<file path="src/rtl/ultrasound_pkg.sv">
// Shared types and constants for the ultrasound scan scheduler.
`default_nettype none

package ultrasound_pkg;

  typedef enum logic [1:0] {
    IDLE      = 2'd0,
    START     = 2'd1,
    WAIT_DONE = 2'd2,
    LATCH     = 2'd3
  } scan_state_t;

  localparam int LOC_W = 12;

  localparam int CLK_HZ                 = 27_000_000;
  localparam int PERIOD_CYCLES_DEFAULT  = CLK_HZ / 10;  // 100 ms
  localparam int TIMEOUT_CYCLES_DEFAULT = CLK_HZ / 20;  // 50 ms

endpackage

`default_nettype wire

</file>
<file path="src/rtl/ultrasound_scan_scheduler_interval_timer.sv">
// Loadable down-counter: clear wins, then load to MAX_COUNT-1, then decrement toward zero.
`default_nettype none

module interval_timer #(
  parameter int MAX_COUNT = 16
) (
  input  logic clock,
  input  logic reset_n,
  input  logic clear,
  input  logic load,
  input  logic dec,
  output logic zero
);
  import ultrasound_pkg::*;

  localparam int W = (MAX_COUNT > 1) ? $clog2(MAX_COUNT) : 1;
  localparam logic [W-1:0] RELOAD = W'(MAX_COUNT - 1);

  logic [W-1:0] count;

  always_ff @(posedge clock or negedge reset_n) begin
    if (!reset_n) begin
      count <= '0;
    end else if (clear) begin
      count <= '0;
    end else if (load) begin
      count <= RELOAD;
    end else if (dec && (count != '0)) begin
      count <= count - 1'b1;
    end
  end

  assign zero = (count == '0);

endmodule

`default_nettype wire

</file>
<file path="src/rtl/ultrasound_scan_scheduler.sv">
// Scan sequencer for the ultrasound location calculator: merges periodic and manual
// requests, launches the calculator, retries on timeout and publishes the last good location.
`default_nettype none

module ultrasound_scan_scheduler #(
  parameter int PERIOD_CYCLES  = ultrasound_pkg::PERIOD_CYCLES_DEFAULT,
  parameter int TIMEOUT_CYCLES = ultrasound_pkg::TIMEOUT_CYCLES_DEFAULT,
  parameter int MAX_RETRIES    = 2,
  parameter int LOC_W          = ultrasound_pkg::LOC_W
) (
  input  logic             clock,
  input  logic             reset_n,
  input  logic             enable,
  input  logic             manual_request,
  input  logic             calc_done,
  input  logic [LOC_W-1:0] calc_location,
  output logic             calc_start,
  output logic [LOC_W-1:0] location,
  output logic             location_valid,
  output logic             new_location,
  output logic             timeout_error,
  output logic             busy
);
  import ultrasound_pkg::*;

  localparam int RW = (MAX_RETRIES > 0) ? $clog2(MAX_RETRIES + 1) : 1;

  scan_state_t   state;
  logic          periodic_pending;
  logic          manual_pending;
  logic [RW-1:0] retries;

  logic period_zero;
  logic period_tick;
  logic timeout_zero;

  assign period_tick = enable && period_zero;

  // Free-running in every state so scan length never stretches the period.
  interval_timer #(.MAX_COUNT(PERIOD_CYCLES)) u_period_timer (
    .clock   (clock),
    .reset_n (reset_n),
    .clear   (!enable),
    .load    (period_tick),
    .dec     (enable),
    .zero    (period_zero)
  );

  interval_timer #(.MAX_COUNT(TIMEOUT_CYCLES)) u_timeout_timer (
    .clock   (clock),
    .reset_n (reset_n),
    .clear   (1'b0),
    .load    (state == START),
    .dec     (state == WAIT_DONE),
    .zero    (timeout_zero)
  );

  always_ff @(posedge clock or negedge reset_n) begin
    if (!reset_n) begin
      state            <= IDLE;
      periodic_pending <= 1'b0;
      manual_pending   <= 1'b0;
      retries          <= '0;
      calc_start       <= 1'b0;
      location         <= '0;
      location_valid   <= 1'b0;
      new_location     <= 1'b0;
      timeout_error    <= 1'b0;
      busy             <= 1'b0;
    end else begin
      calc_start   <= 1'b0;
      new_location <= 1'b0;

      if (!enable) begin
        periodic_pending <= 1'b0;
      end else if (period_zero) begin
        periodic_pending <= 1'b1;
      end

      if ((state != IDLE) && manual_request) begin
        manual_pending <= 1'b1;
      end

      case (state)
        IDLE: begin
          // One launch serves every request coalesced so far; a tick landing now still counts.
          if (periodic_pending || manual_pending || manual_request) begin
            state          <= START;
            calc_start     <= 1'b1;
            busy           <= 1'b1;
            manual_pending <= 1'b0;
            if (!period_tick) begin
              periodic_pending <= 1'b0;
            end
          end
        end

        START: begin
          state <= WAIT_DONE;
        end

        WAIT_DONE: begin
          if (calc_done) begin
            location       <= calc_location;
            location_valid <= 1'b1;
            new_location   <= 1'b1;
            timeout_error  <= 1'b0;
            state          <= LATCH;
          end else if (timeout_zero) begin
            if (int'(retries) < MAX_RETRIES) begin
              retries    <= retries + 1'b1;
              state      <= START;
              calc_start <= 1'b1;
            end else begin
              timeout_error  <= 1'b1;
              location_valid <= 1'b0;
              retries        <= '0;
              state          <= IDLE;
              busy           <= 1'b0;
            end
          end
        end

        LATCH: begin
          retries <= '0;
          state   <= IDLE;
          busy    <= 1'b0;
        end

        default: begin
          state <= IDLE;
          busy  <= 1'b0;
        end
      endcase
    end
  end

endmodule

`default_nettype wire

</file>
<file path="config.mk">
export PLATFORM = sky130hd
export DESIGN_NAME = ultrasound_scan_scheduler
export DESIGN_NICKNAME = d
export VERILOG_FILES = /design/src/rtl/ultrasound_pkg.sv /design/src/rtl/ultrasound_scan_scheduler_interval_timer.sv /design/src/rtl/ultrasound_scan_scheduler.sv
export SDC_FILE = /design/constraint.sdc
export NUM_CORES = 1
export LEC_CHECK = 0
export ABC_AREA = 1
export BUFFER_PORTS_ARGS = -buffer_cell sky130_fd_sc_hd__clkbuf_2
export CORE_ASPECT_RATIO = 0.5
export CORE_MARGIN = 2
export CORE_UTILIZATION = 50
export DETAILED_ROUTE_END_ITERATION = 8
export GPL_ROUTABILITY_DRIVEN = 0
export GPL_TIMING_DRIVEN = 1
export PLACE_DENSITY_LB_ADDON = 0.25
export REMOVE_ABC_BUFFERS = 1
export SLEW_MARGIN = 25
export SYNTH_ARGS = -nofsm -noshare
export SYNTH_HDL_FRONTEND = slang
export SYNTH_HIERARCHICAL = 1
export SYNTH_SLANG_ARGS = --single-unit
</file>
<file path="constraint.sdc">
create_clock -name clock -period 6 [get_ports clock]
set_input_delay 0.9 -clock clock [delete_from_list [all_inputs] [get_ports clock]]
set_output_delay 0.9 -clock clock [all_outputs]
set_load 0.005 [all_outputs]
</file>
==> Yosys cells after proc, flatten, opt, wreduce, memory -nomap -nowiden <==
Cells that the tools add are included.
{ "word_totals": {"elab_cells": 85, "output_inout_bits": 17, "reg_bits": 66, "inputBits": 17} }
{ "classes": {"order_cmp": 1, "eq_ne": 10, "reduce_logical": 21, "muxes": 38, "addsub": 3} }
{ "ops": {"columns": ["operator", "count"], "rows": [
  ["2-to-1 mux 22 bit", 3],
  ["2-to-1 mux 21 bit", 2],
  ["2-to-1 mux 1 bit", 23],
  ["zero test 22 bit", 1],
  ["nonzero test 22 bit", 1],
  ["subtractor 22 x 1 -> 22 bit, second input constant", 1],
  ["zero test 21 bit", 1],
  ["nonzero test 21 bit", 1],
  ["subtractor 21 x 1 -> 21 bit, second input constant", 1],
  ["2-to-1 mux 2 bit", 6],
  ["!= test 2 bit, second input constant", 5],
  ["case mux 2 bit (4 select lines)", 1],
  ["nonzero test 2 bit", 4],
  ["AND reduction 3 bit", 2],
  ["AND reduction 5 bit", 1],
  ["equality test 2 bit, second input constant", 2],
  ["logical AND 1 bit", 4],
  ["case mux 2 bit (2 select lines)", 1],
  ["AND reduction 2 bit", 2],
  ["!= test 3 x 1 -> 1 bit, second input constant", 1],
  ["!= test 3 bit, second input constant", 1],
  ["case mux 1 bit (3 select lines)", 1],
  ["nonzero test 3 bit", 1],
  ["adder 2 x 1 -> 2 bit, second input constant", 1],
  ["other kinds (5)", 6]
]} }

==> Longest topological paths before layout <==
Gate-level depths: netlist of run 1.
{ "depth": {"ltp_word": 6, "ltp_mapped": 15, "ltp_nobuf": 14} }

==> Hierarchy <==
The synthesis of run 1 kept the hierarchy.
{ "modules_own_cells": {"columns": ["module", "cells_each", "instances", "area_per_inst_um2", "seq_area_each_um2"], "rows": [
  ["interval_timer at u_period_timer", 223, 1, 1490.2, 550.5],
  ["interval_timer at u_timeout_timer", 213, 1, 1453.9, 525.5],
  ["ultrasound_scan_scheduler", 111, 1, 960.9, 575.6]
]} }

==> Worst setup path after synthesis of run 1 <==
No wires, ideal clock.
{ "synth_path": {"path_kind": "flip-flop to flip-flop", "from": "reg u_period_timer.count[0]", "to": "reg u_period_timer.count[2]", "path_stages_with_launch": 16, "n_path_buf": 2, "slack_ps": 3969, "t_arrival_ps": 1910, "period_less_slack_ps": 2031, "setup_time_ps": 121, "required_ps": 5879, "cell_sequence": "dfrtp_1 -> inv_1 -> ha_1 -> nand2_1 -> nor2_4 -> nand3_4 -> inv_1 -> nand2_1 -> inv_1 -> clkbuf_1 -> nor2_4 -> nand2_4 -> clkinv_4 -> buf_8 -> nand2_1 -> o21ai_2"} }
{ "synth_via": {"elab_chain_len": 4, "word_cells_on_any_way": 9, "cone_classes": "add/sub: 1; eq/ne: 1; mux: 3; reduce/logical: 4"} }
{ "synth_rtl": {"columns": ["item", "line", "source"], "rows": [
  ["start: declaration", "ultrasound_scan_scheduler_interval_timer.sv:19", "logic [W-1:0] count;"],
  ["start signal: assignment", "ultrasound_scan_scheduler_interval_timer.sv:29", "count <= count - 1'b1;"],
  ["zero test 22 bit *", "ultrasound_scan_scheduler_interval_timer.sv:33", "assign zero = (count == '0);"],
  ["net period_zero", "ultrasound_scan_scheduler.sv:33", "logic period_zero;"],
  ["logical AND 1 bit *", "ultrasound_scan_scheduler.sv:37", "assign period_tick = enable && period_zero;"],
  ["net period_tick", "ultrasound_scan_scheduler.sv:34", "logic period_tick;"],
  ["2-to-1 mux 22 bit", "ultrasound_scan_scheduler_interval_timer.sv:26", "end else if (load) begin"],
  ["2-to-1 mux 22 bit", "ultrasound_scan_scheduler_interval_timer.sv:24", "end else if (clear) begin"]
]} }
Mark *: on every way through the listed nets, which the timed path passes. The rest lies on a longest branch. The select of a mux whose other input is x is not followed.
A chain may end at the register's enable or synchronous reset.

==> Worst setup path in the final report of run 1 <==
{ "layout_path": {"from": "reg u_period_timer.count[0]", "to": "reg u_period_timer.count[6]"} }
The elaborated chain is that of the path after synthesis.

==> results of run 1 <==
[sequential cells by signal (all words and copies together), names as in the netlist, 2 cells and up]
register               cells
retries                    2
u_period_timer/count      22
u_timeout_timer/count     21
location                  12
state                      2
[power by group through the flow]
| stage | Clock, mW | Combinational [mW] | Sequential (mW) |
|---|---|---|---|
| after detailed placement | 0 | 1.33 | 0.781 |
| after CTS | 0.533 | 1.33 | 0.777 |
| after global routing | 0.555 | 1.54 | 0.804 |
| after global placement | 0 | 1.31 | 0.778 |
| after floorplan | 0 | 1.04 | 0.751 |
| final | 0.521 | 1.33 | 0.779 |
[layout make-up]
cell class                 instances  area, sq um
multi-input combinational        405         1930
tap                              108          135
clock buffer                       9          225
timing repair buffer              34          173
fill                             721         3010
clock inverter                     7         68.8
inverter                          70          268
sequential                        66         1650
[metrics by stage]
step	util (%)	total power, mW	setup WS [ps]	hold WS, ps
final	59.7	2.63	3780	472
after global routing	59.7	2.90	3520	502
after CTS	59.7	2.64	3780	473
after detailed placement	55.8	2.11	3790	459
after global placement	55.8	2.08	3870	453
after floorplan	-	1.79	4130	453
[cells in the final DEF, fill, tap and decap left out, types with 2 or more instances in the layout]
cell type and n:
clkbuf_2 32, ha_1 3, clkinv_2 3, nor2_2 13, nand3_1 39, clkinvlp_4 2
nand2_1 165, nor3_1 2, clkbuf_16 9, inv_1 65, nor2_4 7, nand2_4 5
dfrtp_1 66, nand2_2 4, inv_2 4, o21ai_0 32, conb_1 3, o21ai_2 3
o22ai_1 4, nor2_1 76, a21oi_1 14, nand3_2 2, nand4_1 12, o21ai_1 8
o21a_1 2, xor2_1 5, o21bai_1 3
[worst max-delay path by stage]
stage	end	slack (ps)	depth (start not counted)
after global routing	u_period_timer/count[6]$_DFFE_PN0P_	3520	14
after floorplan	u_period_timer/count[6]$_DFFE_PN0P_	4130	14
after global placement	u_period_timer/count[6]$_DFFE_PN0P_	3870	14
after detailed placement	u_period_timer/count[6]$_DFFE_PN0P_	3790	14
after CTS	u_period_timer/count[6]$_DFFE_PN0P_	3780	14
final	u_period_timer/count[6]$_DFFE_PN0P_	3780	14
[worst max-delay path, delay by kind of cell, from the launching register on]
kind | cells | cell delay, ps
buf+inv | 4 | 650
flops | 1 | 370
simple gates | 6 | 590
compound gates | 3 | 360
fa+ha+maj | 1 | 190
[kinds of logic after synthesis]
| kind of cell | share of synthesized area [%] |
|---|---|
| fa+ha+maj | 0.961 |
| flops | 42.3 |
| compound gates | 9.61 |
| xor+xnor | 1.12 |
| simple gates | 37.5 |
| buf+inv | 8.43 |
| other cells | 0.0960 |
[Yosys cell counts, drive strengths merged]
master / n / area share (%)
nand2: 174 / 18
nor2: 96 / 11
inv: 69 / 6.6
dfrtp: 66 / 42
o21ai: 43 / 5.8
nand3: 42 / 6.0
a21oi: 15 / 2.0
nand4: 12 / 1.9
buf: 5 / 1.3
xor2: 5 / 1.1
o22ai: 4 / 0.64
clkbuf: 3 / 0.29
ha: 3 / 0.96
o21bai: 3 / 0.58
nor3: 2 / 0.26
o21a: 2 / 0.38
clkinv: 1 / 0.22
conb: 1 / 0.096
o31ai: 1 / 0.19
[routing by layer]
| metal | wire, microns | vias to the layer above | track usage (%) |
|---|---|---|---|
| met2 | 4010 | 57 | 36.2 |
| met5 | 0 | - | 0 |
| met3 | 325 | 10 | 5.62 |
| li1 | - | 1807 | - |
| met1 | 4040 | 1614 | 28.9 |
| met4 | 94 | 0 | 8.83 |
==> metrics.yaml, run 1 <==
syn_area_sq_um: 3900
outcome: "completed"
wire_per_inst_microns: 12.1
synth-seq-cells: 66
r2r_slack_ps: 3780
slew-limit-headroom_pct: 43.3
dr.pass1.iters: 5
start_util_pct: 52.3
cp.arrival_ps: 2490
vias: 3488
clock-sinks: 66
comb_power_share_pct: 50.6
hold_path.class: "register to register"
rows: 22
syn_inst: 547
regToRegStartpoint: "u_period_timer/count[0]$_DFFE_PN0P_"
wirelength_microns: 8460
nets: 606
drt_iter0_drc: 224
cts.clk_slew.worst_paths_ps: 50
cts_hold_buf: 0
report.final.slew_viol_count: 0
ant_nets: 0
crit_fanout: 11
grt_pass1_vias: 3216
worstHoldEndpoint: "busy$_DFFE_PN0P_"
critPathLaunchType: "register"
clock_skew_ps: 3.43
insertion_delay_ps: 330
die_h_microns: 66.5
p_seq_share_pct: 29.6
antenna_found_initial: 0
dp.cells: 683
coreArea_sq_um: 7460
timing.rr.end: "u_period_timer/count[6]$_DFFE_PN0P_"
avgViaCountPerCell: 4.99
cts_root_buf: "clkbuf_16"
hold_viol: 0
syn_to_final_growth_pct: 14.0
p_per_area_nw_per_um2: 591
slowest_delay_ps: 370
port_buffers: 33
cp-startpoint: "u_period_timer/count[0]$_DFFE_PN0P_"
clkPwrFrac_pct: 19.8
p_sw_mw: 1.23
drive_gt1_share_pct: 15.4
worstSetupPathType: "register to register"
diodes: 0
grt_overflow: 0
synth_cell_type_count: 32
die_w_microns: 129
min_path_cells: 2
worst-slew-pin-transition_ps: 850
cts_setup_buffers: 0
ioPinCount: 34
cts_resized: 0
postLayoutCellArea_sq_um: 4450
period_needed_ps: 2220
p_int_mw: 1.40
die_area_sq_um: 8580
min_from: "busy$_DFFE_PN0P_"
fin_cells: 699
yosysWarnings: 6
dpl-instance-area_sq_um: 4160
grt_max_degree: 67
p_leak_nw: 2.34
grt_pass1_wl_microns: 14800
fin_tns_setup_ps: 0
syn_area_per_cell_sq_um: 7.14
setup_violations: 0
cp_cell_sequence: "inv_1, ha_1, nand2_1, nor2_4, nand3_4, inv_1, nand2_1, inv_1, inv_1, o21ai_0, o21ai_0, o21ai_0, nand2_1, nand2_1"
maxCapViolCount: 0
cts.path.max_buffers: 2
cp.required_ps: 6270
drc: 0
fin_crit_sh_pct: 37.0
max_freq_mhz: 451
cts_tree: "yes"
cp_slowest_cell: "dfrtp_1"
synth_seq_area_share_pct: 42.3
swShare_pct: 46.8
grtUsageTotal_pct: 22.3
htreeDepth: 3
rr_worst_depth: 14
peakVddDrop_mv: 0.255
cts_buffers: 9
rsz0062_at_grt: "false"
dpl.hpwl_microns: 6050
crit_path_end_kind: "register"
No activity file was read; power rests on OpenSTA's default activity.
==> run 2, diff against run 1 <==
==> constraint.sdc (replaced) <==
create_clock -name clock -period 1.9 [get_ports clock]
set_input_delay 0.285 -clock clock [delete_from_list [all_inputs] [get_ports clock]]
set_output_delay 0.285 -clock clock [all_outputs]
set_load 0.005 [all_outputs]
==> run 2 against run 1 <==
Via count is 2.8% higher. Final area grew 6.9%. Clock-buffer cell count up 4. Die area unchanged. Largest cell class unchanged.
==> metrics.yaml, run 2 (synthesis gave the netlist of run 1 again) <==
cts.path.max_buffers: 2
start_util_pct: 52.3
fin_crit_sh_pct: 93.0
drc: 0
die_h_microns: 66.5
drive_gt1_share_pct: 20.2
comb_power_share_pct: 54.3
p_int_mw: 4.89
ioPinCount: 34
p_per_area_nw_per_um2: 1880
slowest_delay_ps: 350
max_freq_mhz: 566
wire_per_inst_microns: 12.6
fin_cells: 728
critPathLaunchType: "register"
seq_area_sq_um: 1650
drt_iter0_drc: 293
dp.cells: 710
syn_to_final_growth_pct: 21.9
port_buffers: 33
largest_reg_flops: 22
vias: 3584
place_ws_ps: -37.8
p_sw_mw: 4.05
final_cell_mix: "164 x nand2_1, 75 x nor2_1, 66 x dfrtp_1, 63 x inv_1, 39 x nand3_1"
cp_slowest_cell: "dfrtp_1"
wirelength_microns: 9190
ant_nets: 0
die_area_sq_um: 8580
avgViaCountPerCell: 4.92
clock-sinks: 66
hold_viol: 0
cp_cell_sequence: "inv_1, ha_1, nand2_2, nor2_2, nand3_1, nor2_1, nand3_1, nand2_1, nor2_1"
p_leak_nw: 2.51
layout_commonest_cell: "nand2_1"
insertion_delay_ps: 330
grt_pass1_wl_microns: 15400
report.final.slew_viol_count: 0
grt_overflow: 0
worstSetupPathType: "register to register"
period_needed_ps: 1770
rows: 22
p_seq_share_pct: 26.9
cts_buffers: 9
multiInputGateArea_sq_um: 1970
regMostFlops: "u_period_timer/count"
cts.clk_slew.worst_paths_ps: 50
clock_skew_ps: 4.57
die_w_microns: 129
grt_pass1_vias: 3336
outcome: "completed"
cp.arrival_ps: 1980
hold_path.class: "primary input to register"
crit_fanout: 5
setup_violations: 0
clkPwrFrac_pct: 18.8
final_util_pct: 63.8
worst_slack_ps: 133
dr.pass1.iters: 5
peakVddDrop_mv: 0.842
diodes: 0
swShare_pct: 45.3
antenna_found_initial: 0
crit_path_end_kind: "register"
nets: 636
total_power_mw: 8.94
grt_max_degree: 27
top_regs: "u_period_timer/count: 22 flops, u_timeout_timer/count: 21 flops, location: 12 flops"
dpl.hpwl_microns: 6750
htreeDepth: 3
cts_root_buf: "clkbuf_16"
cp.required_ps: 2110
maxCapViolCount: 0
cts_tree: "yes"
grtUsageTotal_pct: 23.2
coreArea_sq_um: 7460
nFillCells: 649
==> run 2: changes by cell type in the layout (fill, tap and decap cells not counted), sizes merged <==
cell / delta
buf: +29
clkbuf: +4
clkinv: -3
clkinvlp: -2
dlygate4sd3: +1
==> run 2: power by group through the flow <==
stage	clock network, mW	logic [mW]	registers [mW]
final	1.68	4.86	2.40
after global routing	1.80	5.49	2.46
after CTS	1.73	4.71	2.40
after detailed placement	0	4.67	2.40
after global placement	0	4.58	2.40
after floorplan	0	3.27	2.37
==> run 2: worst paths after layout <==
check | to | slack, ps | cells after the start | from
setup / recovery | u_timeout_timer/count[16]$_DFFE_PN0P_ | 130 | 9 | u_timeout_timer/count[0]$_DFFE_PN0P_
hold / removal | location[2]$_DFFE_PN0P_ | 150 | 3 | calc_location[2]
setup reg to reg | u_timeout_timer/count[16]$_DFFE_PN0P_ | 130 | 9 | u_timeout_timer/count[0]$_DFFE_PN0P_
hold reg to reg | location_valid$_DFFE_PN0P_ | 470 | 2 | location_valid$_DFFE_PN0P_
max in group asynchronous | u_period_timer/count[1]$_DFFE_PN0P_ | 950 | 3 | reset_n
min in group asynchronous | u_timeout_timer/count[18]$_DFFE_PN0P_ | 450 | 2 | reset_n
==> run 2: layout make-up <==
type / instances / area share, %
Tap cell: 108 / 2.84
Timing Repair Buffer: 64 / 8.94
Clock inverter: 2 / 0.736
Inverter: 70 / 5.78
Multi-Input combinational cell: 405 / 41.3
Clock buffer: 13 / 5.68
Sequential cell: 66 / 34.7
==> run 2: routing by layer <==
metal / global-route usage [%] / part of all wire, % / routed length (microns) / vias to the layer above
li1: - / - / - / 1864
met1: 29.3 / 46 / 4220 / 1640
met2: 39.5 / 49 / 4470 / 66
met3: 5.94 / 3.9 / 360 / 14
met4: 7.88 / 1.5 / 140 / 0
met5: 0 / 0 / 0 / -
==> run 2: worst max-delay path: cells and delay by family (launching register included) <==
| family | cells | cell delay [ps] |
|---|---|---|
| adder cells (fa/ha/maj) | 1 | 270 |
| flip-flops | 1 | 350 |
| AND/OR/NAND/NOR | 7 | 890 |
| buffers and inverters | 1 | 130 |
==> run 2: through the flow <==
step	TNS, ps	area [sq um]	hold WS, ps
after global routing	-1.50	4760	151
after floorplan	0	3850	-10.6
after global placement	0	4390	272
after detailed placement	-83.6	4390	274
final	0	4760	151
after CTS	0	4700	147
==> run 2: what timing repair did <==
| item | CTS | global route |
|---|---|---|
| resized for setup | 2 | 15 |
| buffers inserted | 0 | 2 |
| setup endpoints to repair | 6 | 21 |
| hold endpoints to repair | 16 | 0 |
| hold buffers | 1 | 0 |
| gates cloned | 0 | 0 |
| pin swaps | 0 | 3 |
==> run 3, diff against run 2 <==
--- a/config.mk
+++ b/config.mk
@@ -5,7 +5,6 @@
 export SDC_FILE = /design/constraint.sdc
 export NUM_CORES = 1
 export LEC_CHECK = 0
-export ABC_AREA = 1
 export BUFFER_PORTS_ARGS = -buffer_cell sky130_fd_sc_hd__clkbuf_2
 export CORE_ASPECT_RATIO = 0.5
 export CORE_MARGIN = 2
==> run 3 against run 2 <==
The flow now finishes with violations (setup timing). First-iteration DRC count grew 12%. Combinational power grew 22%. Critical path depth shrank 1. Final cell count shrank 22%. Sequential cell count is the same. Synthesized cell count shrank 35%. Power grew 13%. Routed wire length grew 7.8%. Clock-buffer cell count shrank 4. Clock skew grew 1.3 ps. Critical endpoint is now u_period_timer/count[6]$_DFFE_PN0P_. Largest power group unchanged.
==> metrics.yaml, run 3 <==
avgViaCountPerCell: 5.93
hold_viol: 0
worst_slack_ps: -401
start_util_pct: 51.1
postLayoutCellArea_sq_um: 5100
die_h_microns: 64.8
swShare_pct: 40.5
cp.required_ps: 2120
setup_violations: 23
p_per_area_nw_per_um2: 1980
async_flop_share_pct: 100
yosys-mux-area-fraction_pct: 5.98
holdWs_ps: 178
outcome: "finished with violations"
final_cell_mix: "71 x buf_4, 62 x dfrtp_1, 33 x clkbuf_2, 28 x nor2_1"
p_int_mw: 6.02
worstHoldEndpoint: "location[11]$_DFFE_PN0P_"
clkPwrFrac_pct: 17.4
hold_path.class: "primary input to register"
grt_pass1_wl_microns: 15700
synthXorXnorAreaFrac_pct: 3.79
final_util_pct: 70.4
peakVddDrop_mv: 0.722
synth-seq-cells: 66
yosysMostFrequentCell: "dfrtp_1"
cts_tree: "yes"
violations: "setup timing"
critPathLaunchType: "register"
cts.path.max_buffers: 2
p_sw_mw: 4.10
maxCapViolCount: 0
regMostFlops: "u_period_timer/count"
ys.flop_type: "dfrtp_1"
nFillCells: 509
dpl.hpwl_microns: 6240
synth_top_area_cell: "dfrtp_1"
die_w_microns: 126
min_path_cells: 2
netlist.area_leader.share_pct: 44.6
largest_reg_flops: 22
regToRegStartpoint: "u_period_timer/count[1]$_DFFE_PN0P_"
synth_fa_ha_area_share_pct: 1.01
synth-compound-area-share_pct: 13.8
r2r_slack_ps: -400
cts_root_buf: "clkbuf_16"
drc: 0
yosysWarnings: 6
syn_to_final_growth_pct: 37.8
period_needed_ps: 2300
synth_edf_count: 0
diodes: 0
insertion_delay_ps: 340
rows: 22
comb_power_share_pct: 58.8
syn_area_per_cell_sq_um: 10.3
grtUsageTotal_pct: 24.6
dr.pass1.iters: 5
cts.clk_slew.worst_paths_ps: 60
coreArea_sq_um: 7240
wirelength_microns: 9910
clock-sinks: 66
yosys.area_share.simple_pct: 25.7
synth_seq_area_share_pct: 44.6
grt_max_degree: 67
p_seq_share_pct: 23.8
worstSetupPathType: "register to register"
dpl-instance-area_sq_um: 4390
die_area_sq_um: 8150
vias: 3374
min_from: "calc_location[11]"
layout_commonest_cell: "buf_4"
grt_overflow: 0
timing.rr.end: "u_period_timer/count[6]$_DFFE_PN0P_"
ant_nets: 0
cts_buffers: 9
clock_skew_ps: 5.84
max_freq_mhz: 435
p_leak_nw: 2.29
antenna_found_initial: 0
synth_area_leaders: "dfrtp_1 45%, xor2_1 3.1%, nor2_1 3.0%"
htreeDepth: 3
syn_inst: 358
port_buffers: 33
synth_top_family_by_area: "simple AND/OR/NAND/NOR gates"
drive_gt1_share_pct: 44.2
report.final.slew_viol_count: 0
wire_per_inst_microns: 17.4
grt_pass1_vias: 3333
ioPinCount: 34
syn_area_sq_um: 3700
crit_path_end_kind: "register"
drt_iter0_drc: 327
synth.cells.most_frequent: "66 x dfrtp_1, 30 x nor2_1, 15 x a21oi_1, 15 x nand2_1"
rsz0062_at_grt: "true"
nets: 488
cp.arrival_ps: 2520
crit_fanout: 6
synth_cell_type_count: 77
top_regs: "u_period_timer/count: 22 flops, u_timeout_timer/count: 21 flops, location: 12 flops"
rr_worst_depth: 8
fin_crit_sh_pct: 121
run 3: cell count changes after synthesis, moves of 13 or more:
cell	before	now
nor2_1	76	30
nand3_1	39	7
nor2_2	13	0
inv_1	65	14
nand2_1	165	15
or3_1	0	13
o21ai_0	32	7
run 3: critical path, cell delays in order (launching register included):
cell and delay (ps):
dfrtp_1 400, inv_2 100, ha_4 140, or4b_4 500, or3_4 390, buf_6 160, o211ai_1 190, xor2_1 220
a21oi_2 80
run 3: how the worst max path moves through the flow:
| stage | depth (start not counted) | endpoint | start |
|---|---|---|---|
| after floorplan | 9 | u_period_timer/count[1]$_DFFE_PN0P_ | u_period_timer/count[0]$_DFFE_PN0P_ |
| after global placement | 10 | u_period_timer/count[1]$_DFFE_PN0P_ | u_period_timer/count[1]$_DFFE_PN0P_ |
| after detailed placement | 10 | u_period_timer/count[1]$_DFFE_PN0P_ | u_period_timer/count[1]$_DFFE_PN0P_ |
| after CTS | 8 | u_period_timer/count[7]$_DFFE_PN0P_ | u_period_timer/count[1]$_DFFE_PN0P_ |
| after global routing | 10 | u_period_timer/count[18]$_DFFE_PN0P_ | u_period_timer/count[1]$_DFFE_PN0P_ |
| final | 8 | u_period_timer/count[6]$_DFFE_PN0P_ | u_period_timer/count[1]$_DFFE_PN0P_ |
run 3: cell families (layout without fill, tap and decap cells):
group	Yosys count	count (layout)
buffers and inverters	33	147
adder cells (fa/ha/maj)	3	3
flip-flops	66	66
XOR/XNOR	16	16
multiplexers	18	18
AND/OR/NAND/NOR	151	151
AO/OA/AOI/OAI	70	70
other	1	2
run 3: area by class of cell:
| class | instances | area [sq um] | area share [%] |
|---|---|---|---|
| clock buffers | 9 | 225 | 4.42 |
| clock inverters | 7 | 93.8 | 1.84 |
| inverters | 15 | 56.3 | 1.10 |
| multi-input cells | 260 | 2090 | 40.9 |
| flip-flops and latches | 66 | 1660 | 32.5 |
| well taps | 96 | 120 | 2.36 |
| repair buffers | 116 | 862 | 16.9 |
run 3: repair_timing:
item | in CTS | in global routing
cloned | 0 | 0
endpoints found under the hold margin | 66 | 0
hold buffers | 1 | 0
setup endpoints to repair | 35 | 44
buffers inserted | 6 | 13
gates resized for setup | 27 | 35
pin swaps | 21 | 18
run 3: routing by layer:
layer | track usage (%) | share of wire, % | vias to the layer above
li1 | - | - | 1555
met1 | 29.5 | 42 | 1693
met5 | 0 | 0 | -
met2 | 44.5 | 53 | 106
met4 | 7.36 | 1.5 | 0
met3 | 6.36 | 4.0 | 20
run 3: per-stage QoR:
stage                     std cells  setup WS, ps  TNS (ps)  power, mW
after floorplan                 341          -757    -14230       5.05
after global placement          536          -413     -7650       7.07
after detailed placement        536          -501    -10130       7.28
after CTS                       557          -301     -5730       9.48
after global routing            569          -450     -9010       10.7
final                           569          -401     -7590       10.1
run 3: power groups by stage:
stage / Sequential [mW] / Clock, mW / Combinational (mW)
after detailed placement: 2.36 / 0 / 4.93
after floorplan: 2.35 / 0 / 2.70
after CTS: 2.36 / 1.79 / 5.33
after global placement: 2.32 / 0 / 4.76
final: 2.41 / 1.76 / 5.95
after global routing: 2.47 / 1.87 / 6.39
